## src/rtl/rf_sequencer.sv

```systemverilog
// Step-button driven sequencer for the 4x4-bit lab register file.
// Each debounced press runs one LOAD/MOVE/ADD/SWAP as a short read/write
// sequence. Every RF-facing output is a flop, so sw_clk is glitch-free.
module rf_sequencer #(
  parameter int unsigned DEBOUNCE_CYCLES = 1000000,
  parameter int unsigned CNT_W           = 20
) (
  input  logic       fpga_clk,
  input  logic       rst_n,
  input  logic       sw_step,
  input  logic [1:0] op,
  input  logic [1:0] src,
  input  logic [1:0] dst,
  input  logic [3:0] imm,
  input  logic [3:0] rf_data,
  output logic [3:0] DataIn,
  output logic [1:0] AddrX,
  output logic [1:0] AddrY,
  output logic       RdX,
  output logic       RdY,
  output logic       WrX,
  output logic       sw_clk,
  output logic [3:0] sm_state,
  output logic       busy
);

  typedef enum logic [2:0] {
    StIdle    = 3'd0,
    StLatch   = 3'd1,
    StRdSrc   = 3'd2,
    StRdDst   = 3'd3,
    StWrSetup = 3'd4,
    StWrPulse = 3'd5,
    StWrHold  = 3'd6,
    StDone    = 3'd7
  } state_e;

  localparam logic [1:0] OpLoad = 2'b00;
  localparam logic [1:0] OpMove = 2'b01;
  localparam logic [1:0] OpAdd  = 2'b10;

  localparam logic [CNT_W-1:0] DebLast = CNT_W'(DEBOUNCE_CYCLES - 1);

  state_e           state_q, state_d;
  logic             sync1_q, sync1_d, sync2_q, sync2_d;
  logic             deb_q, deb_d, deb_prev_q, deb_prev_d;
  logic [CNT_W-1:0] cnt_q, cnt_d;
  logic             step_evt;

  logic [1:0] op_q, op_d, src_q, src_d, dst_q, dst_d, waddr_q, waddr_d;
  logic [3:0] imm_q, imm_d, tmp_a_q, tmp_a_d, tmp_b_q, tmp_b_d, wdata_q, wdata_d;
  logic       second_q, second_d;

  logic [3:0] data_in_q, data_in_d;
  logic [1:0] addr_x_q, addr_x_d, addr_y_q, addr_y_d;
  logic       rd_x_q, rd_x_d, rd_y_q, rd_y_d, wr_x_q, wr_x_d;
  logic       sw_clk_q, sw_clk_d, busy_q, busy_d;

  // Synchronizer and debouncer: level flips after DEBOUNCE_CYCLES differing samples.
  always_comb begin
    sync1_d    = sw_step;
    sync2_d    = sync1_q;
    deb_d      = deb_q;
    deb_prev_d = deb_q;
    cnt_d      = '0;
    if (sync2_q != deb_q) begin
      if (cnt_q == DebLast) begin
        deb_d = sync2_q;
      end else begin
        cnt_d = cnt_q + CNT_W'(1);
      end
    end
  end

  assign step_evt = deb_q & ~deb_prev_q;

  // Next-state and datapath register updates.
  always_comb begin
    state_d  = state_q;
    op_d     = op_q;
    src_d    = src_q;
    dst_d    = dst_q;
    imm_d    = imm_q;
    tmp_a_d  = tmp_a_q;
    tmp_b_d  = tmp_b_q;
    wdata_d  = wdata_q;
    waddr_d  = waddr_q;
    second_d = second_q;
    case (state_q)
      StIdle: begin
        if (step_evt) begin
          op_d    = op;
          src_d   = src;
          dst_d   = dst;
          imm_d   = imm;
          state_d = StLatch;
        end
      end
      StLatch: begin
        if (op_q == OpLoad) begin
          wdata_d = imm_q;
          waddr_d = dst_q;
          state_d = StWrSetup;
        end else begin
          state_d = StRdSrc;
        end
      end
      StRdSrc: begin
        tmp_a_d = rf_data;
        if (op_q == OpMove) begin
          wdata_d = rf_data;
          waddr_d = dst_q;
          state_d = StWrSetup;
        end else begin
          state_d = StRdDst;
        end
      end
      StRdDst: begin
        tmp_b_d = rf_data;
        waddr_d = dst_q;
        state_d = StWrSetup;
        if (op_q == OpAdd) begin
          wdata_d = tmp_a_q + rf_data;  // carry dropped
        end else begin
          wdata_d  = tmp_a_q;
          second_d = 1'b1;
        end
      end
      StWrSetup: state_d = StWrPulse;
      StWrPulse: state_d = StWrHold;
      StWrHold: begin
        if (second_q) begin
          second_d = 1'b0;
          wdata_d  = tmp_b_q;
          waddr_d  = src_q;
          state_d  = StWrSetup;
        end else begin
          state_d = StDone;
        end
      end
      StDone: begin
        // Held button keeps us here, so it never re-triggers.
        if (!deb_q) state_d = StIdle;
      end
      default: state_d = StIdle;
    endcase
  end

  // Output values decoded from the state being entered, so outputs are pure flops.
  always_comb begin
    data_in_d = '0;
    addr_x_d  = '0;
    addr_y_d  = '0;
    rd_x_d    = 1'b0;
    rd_y_d    = 1'b0;
    wr_x_d    = 1'b0;
    sw_clk_d  = 1'b0;
    busy_d    = 1'b0;
    case (state_d)
      StLatch: busy_d = 1'b1;
      StRdSrc: begin
        addr_y_d = src_d;
        rd_y_d   = 1'b1;
        busy_d   = 1'b1;
      end
      StRdDst: begin
        addr_x_d = dst_d;
        rd_x_d   = 1'b1;
        busy_d   = 1'b1;
      end
      StWrSetup, StWrPulse, StWrHold: begin
        addr_x_d  = waddr_d;
        data_in_d = wdata_d;
        wr_x_d    = 1'b1;
        sw_clk_d  = (state_d == StWrPulse);
        busy_d    = 1'b1;
      end
      default: ;
    endcase
  end

  // State, datapath and output registers.
  always_ff @(posedge fpga_clk or negedge rst_n) begin
    if (!rst_n) begin
      state_q    <= StIdle;
      sync1_q    <= 1'b0;
      sync2_q    <= 1'b0;
      deb_q      <= 1'b0;
      deb_prev_q <= 1'b0;
      cnt_q      <= '0;
      op_q       <= '0;
      src_q      <= '0;
      dst_q      <= '0;
      imm_q      <= '0;
      tmp_a_q    <= '0;
      tmp_b_q    <= '0;
      wdata_q    <= '0;
      waddr_q    <= '0;
      second_q   <= 1'b0;
      data_in_q  <= '0;
      addr_x_q   <= '0;
      addr_y_q   <= '0;
      rd_x_q     <= 1'b0;
      rd_y_q     <= 1'b0;
      wr_x_q     <= 1'b0;
      sw_clk_q   <= 1'b0;
      busy_q     <= 1'b0;
    end else begin
      state_q    <= state_d;
      sync1_q    <= sync1_d;
      sync2_q    <= sync2_d;
      deb_q      <= deb_d;
      deb_prev_q <= deb_prev_d;
      cnt_q      <= cnt_d;
      op_q       <= op_d;
      src_q      <= src_d;
      dst_q      <= dst_d;
      imm_q      <= imm_d;
      tmp_a_q    <= tmp_a_d;
      tmp_b_q    <= tmp_b_d;
      wdata_q    <= wdata_d;
      waddr_q    <= waddr_d;
      second_q   <= second_d;
      data_in_q  <= data_in_d;
      addr_x_q   <= addr_x_d;
      addr_y_q   <= addr_y_d;
      rd_x_q     <= rd_x_d;
      rd_y_q     <= rd_y_d;
      wr_x_q     <= wr_x_d;
      sw_clk_q   <= sw_clk_d;
      busy_q     <= busy_d;
    end
  end

  assign DataIn   = data_in_q;
  assign AddrX    = addr_x_q;
  assign AddrY    = addr_y_q;
  assign RdX      = rd_x_q;
  assign RdY      = rd_y_q;
  assign WrX      = wr_x_q;
  assign sw_clk   = sw_clk_q;
  assign busy     = busy_q;
  assign sm_state = {1'b0, state_q};

endmodule
```

## config.mk

```make
export PLATFORM = sky130hd
export DESIGN_NAME = rf_sequencer
export DESIGN_NICKNAME = d
export VERILOG_FILES = /design/src/rtl/rf_sequencer.sv
export SDC_FILE = /design/constraint.sdc
export NUM_CORES = 1
export LEC_CHECK = 0
export BUFFER_PORTS_ARGS = -buffer_cell sky130_fd_sc_hd__buf_2
export CORE_MARGIN = 5
export CORE_UTILIZATION = 52
export CTS_CLUSTER_DIAMETER = 120
export DETAILED_ROUTE_END_ITERATION = 7
export PLACE_DENSITY = 0.74
export SYNTH_ARGS = -nofsm -noshare
export SYNTH_HDL_FRONTEND = slang
export SYNTH_SLANG_ARGS = --single-unit
```

## constraint.sdc

```tcl
create_clock -name fpga_clk -period 1.78 [get_ports fpga_clk]
set_clock_uncertainty 0.15 [all_clocks]
set_input_delay 0.089 -clock fpga_clk [delete_from_list [all_inputs] [get_ports fpga_clk]]
set_output_delay 0.089 -clock fpga_clk [all_outputs]
set_load 0.03 [all_outputs]
```

==> impl_metrics.yaml <==
pwr:
  p_leak_nw: 2.23
  power_density_nw_per_um2: 626
  ir_drop_v: 0.000615
yosys:
  synth_common_cells: "65 x dfrtp_1, 33 x nor2_1, 18 x nand2_1"
  synth.distinct_cells: 52
  synth.area.top_cells: "dfrtp_1 52%, mux2_2 5.7%, nor2_1 3.9%, xnor2_1 3.9%, mux2i_1 2.2%"
  synth_area_leader_cell: "dfrtp_1"
  synth_edf_count: 0
  netlist.area_leader.share: 0.516
  synth.most_common_cell: "dfrtp_1"
  synth-seq-area-share: 0.516
  async_reset_ff_frac: 1.00
  synth_nets: 313
  ys_seq_elements: 65
  postSynthAreaPerCell_um2: 10.8
  synth_top_flop_cell: "dfrtp_1"
  synth_warnings: 0
  postSynthCellCount: 291
  synthesis.area_um2: 3150
finish:
  area_delta_synth_final_pct: 50.5
  diodes: 0
  n_fill_cell: 342
  multi_input_area_um2: 1720
  final-seq-area_um2: 1630
  layout.cells.non_filler: 502
  layout-drive-gt1-share: 0.482
  layout.nets: 444
cts:
  clock_sinks: 65
  cts.clk_slew.worst_paths_ns: 0.07
  clock_latency_ns: 0.35
  clock-root-buffer: "clkbuf_8"
  numCtsBuffers: 9
  cts_tree: "yes"
  cts_buffer_depth: 2
  htreeDepth: 3
sta:
  rsz0062_at_grt: "yes"
  finalSetupViolations: 39
  period_minus_slack_ns: 2.01
  hold_ws_ns: 0.0859
  slew_viol_final: 0
  period_share: 1.13
  setup_slack_ns: -0.229
  fmax_mhz: 498
  timing.slew.headroom: 0.656
  hold_viol_final: 0
  worst_pin_slew_ns: 0.516
placed_design:
  dpl.hpwl_um: 5340
  dp_cells: 446
  place_ws_ns: -0.192
  place.gp.congestion: 0.849
  numPortBuffers: 32
job:
  cap_violations: 0
min_path:
  hold_path.class: "in -> async"
grt:
  use_met3: 0.0517
  antenna_found_initial: 0
  grt.met1_usage: 0.289
  grt_pass1_vias: 2803
  busiest_layer: "met2"
  grtUsageMet2: 0.399
  grt_pass1_wl_um: 13800
  grt_start_max_net_pins: 24
  globalRouteOverflowTotal: 0
  gr-usage-all-layers: 0.235
setup_path:
  rrSetupSlack_ns: -0.23
  r2r-start: "tmp_a_q[1]"
  cp-end-kind: "flip-flop"
  crit_start: "tmp_a_q[1]"
  start_kind: "flip-flop"
  critPathMaxFanout: 3
  cp-endpoint: "wdata_q[3]"
  worst_ep_arrival_time_ns: 2.08
  crit_type: "reg -> reg"
  cp.required_ns: 1.85
  crit_path_max_incr_delay_ns: 0.42
  worstRegToRegCells: 6
  timing.rr.end: "wdata_q[3]"
  cp_slowest_cell: "dfrtp_1"
  cp_common_cell: "mux2i_2"
  crit_chain: "ha_1 > a21o_1 > a21oi_2 > mux2i_2 > mux2i_2 > nand3_1"
detailed_routing:
  drc: 0
  firstDrtPassIters: 4
  avgViaCountPerCell: 5.61
  wl_per_cell_um: 19.0
  finalWirelength_um: 9550
  ant_nets: 0
  vias: 2817
  drtIter0Drc: 195
die:
  initial_utilization: 0.532
  die-height_um: 87.9
  dieArea_um2: 7720
  die_w_um: 87.9
  io_pins: 34
  core_um2: 5920
  num_rows: 28
run_status:
  status: "complete, but fails checks"
  violations: "setup timing"
==> state kept, by name, indices dropped and copies added, names as in the netlist, 2 cells and up <==
name and cells:
AddrY 2, op_q 2, src_q 2, wdata_q 4, DataIn 4, dst_q 2
imm_q 4, tmp_b_q 4, state_q 3, waddr_q 2, tmp_a_q 4, cnt_q 20
AddrX 2
==> where the power goes <==
group	total [mW]	internal [mW]	switching (mW)	leakage, nW
registers	1.50	1.49	0.00907	0.868
clock network	1.28	0.680	0.597	0.0953
logic	0.196	0.0967	0.0997	1.26
==> how the worst min path moves through the flow <==
| stage | from | end | cells after the start |
|---|---|---|---|
| detailed placement | rst_n | sw_clk | 1 |
| global placement | rst_n | sw_clk | 1 |
| CTS | rf_data[2] | wdata_q[2] | 4 |
| floorplan | rst_n | AddrX[0] | 0 |
| global route | rst_n | wdata_q[3] | 2 |
| finish | rst_n | wdata_q[3] | 2 |
==> metrics by stage <==
| step | utilization | power, mW | cell area [µm²] | TNS (ns) |
|---|---|---|---|---|
| 2_1_floorplan | - | 1.56 | 3180 | -0.716 |
| 3_3_place_gp | 0.646 | 1.64 | 3820 | -1.22 |
| 3_5_place_dp | 0.646 | 1.64 | 3820 | -2.38 |
| 5_1_grt | 0.801 | 3.08 | 4740 | -5.78 |
| 4_1_cts | 0.743 | 2.94 | 4400 | -0.952 |
| 6_report | 0.801 | 2.97 | 4740 | -3.19 |
==> cell type report <==
cell class              instances  share of cell area
multi-input cells             203               0.363
repair buffers                133               0.223
inverters                      10             0.00844
flip-flops and latches         65               0.344
clock inverters                 5              0.0116
well taps                      75              0.0198
clock buffers                  11              0.0298
==> cells by family (layout without fill, tap and decap cells) <==
kind of cell             count (synthesis)  count (layout)  share of synthesized area
AND/OR/NAND/NOR                        113             113                      0.189
flip-flops                              65              65                      0.516
AO/OA/AOI/OAI                           39              39                     0.0929
multiplexers                            25              25                     0.0865
buffers and inverters                   23             159                     0.0365
XOR/XNOR                                20              20                     0.0556
adder cells (fa/ha/maj)                  5               5                     0.0222
other                                    1               1                    0.00119
==> repair_timing <==
action | CTS | global route
gates cloned | 2 | 0
buffers inserted | 9 | 12
gates resized for setup | 34 | 69
endpoints found under the hold margin | 80 | 0
pin swaps | 16 | 32
setup endpoints to repair | 38 | 41
hold buffers | 17 | 0
==> layout by cell type, fill, tap and decap left out, drive strengths merged, types with 6 or more instances in the layout <==
| master | n |
|---|---|
| mux2 | 18 |
| xnor2 | 14 |
| dfrtp | 65 |
| mux2i | 7 |
| nor2b | 8 |
| xor2 | 6 |
| buf | 116 |
| and2 | 6 |
| nor3b | 6 |
| clkbuf | 11 |
| nand2 | 18 |
| nor3 | 8 |
| inv | 10 |
| dlygate4sd3 | 17 |
| nor2 | 33 |
| o21ai | 10 |
| nand3 | 10 |
==> worst max-delay path: cells and delay by family, from the launching register on <==
| kind | cells | cell delay [ns] |
|---|---|---|
| AO/OA/AOI/OAI | 2 | 0.34 |
| adder cells (fa/ha/maj) | 1 | 0.28 |
| flip-flops | 1 | 0.42 |
| AND/OR/NAND/NOR | 1 | 0.12 |
| multiplexers | 2 | 0.56 |
==> routing by layer <==
layer	routed length (µm)	share of wire	vias up
li1	-	-	1289
met1	3880	0.41	1397
met2	4880	0.51	101
met3	468	0.049	30
met4	324	0.034	0
met5	0	0	-
(Power assumes the default switching activity.)
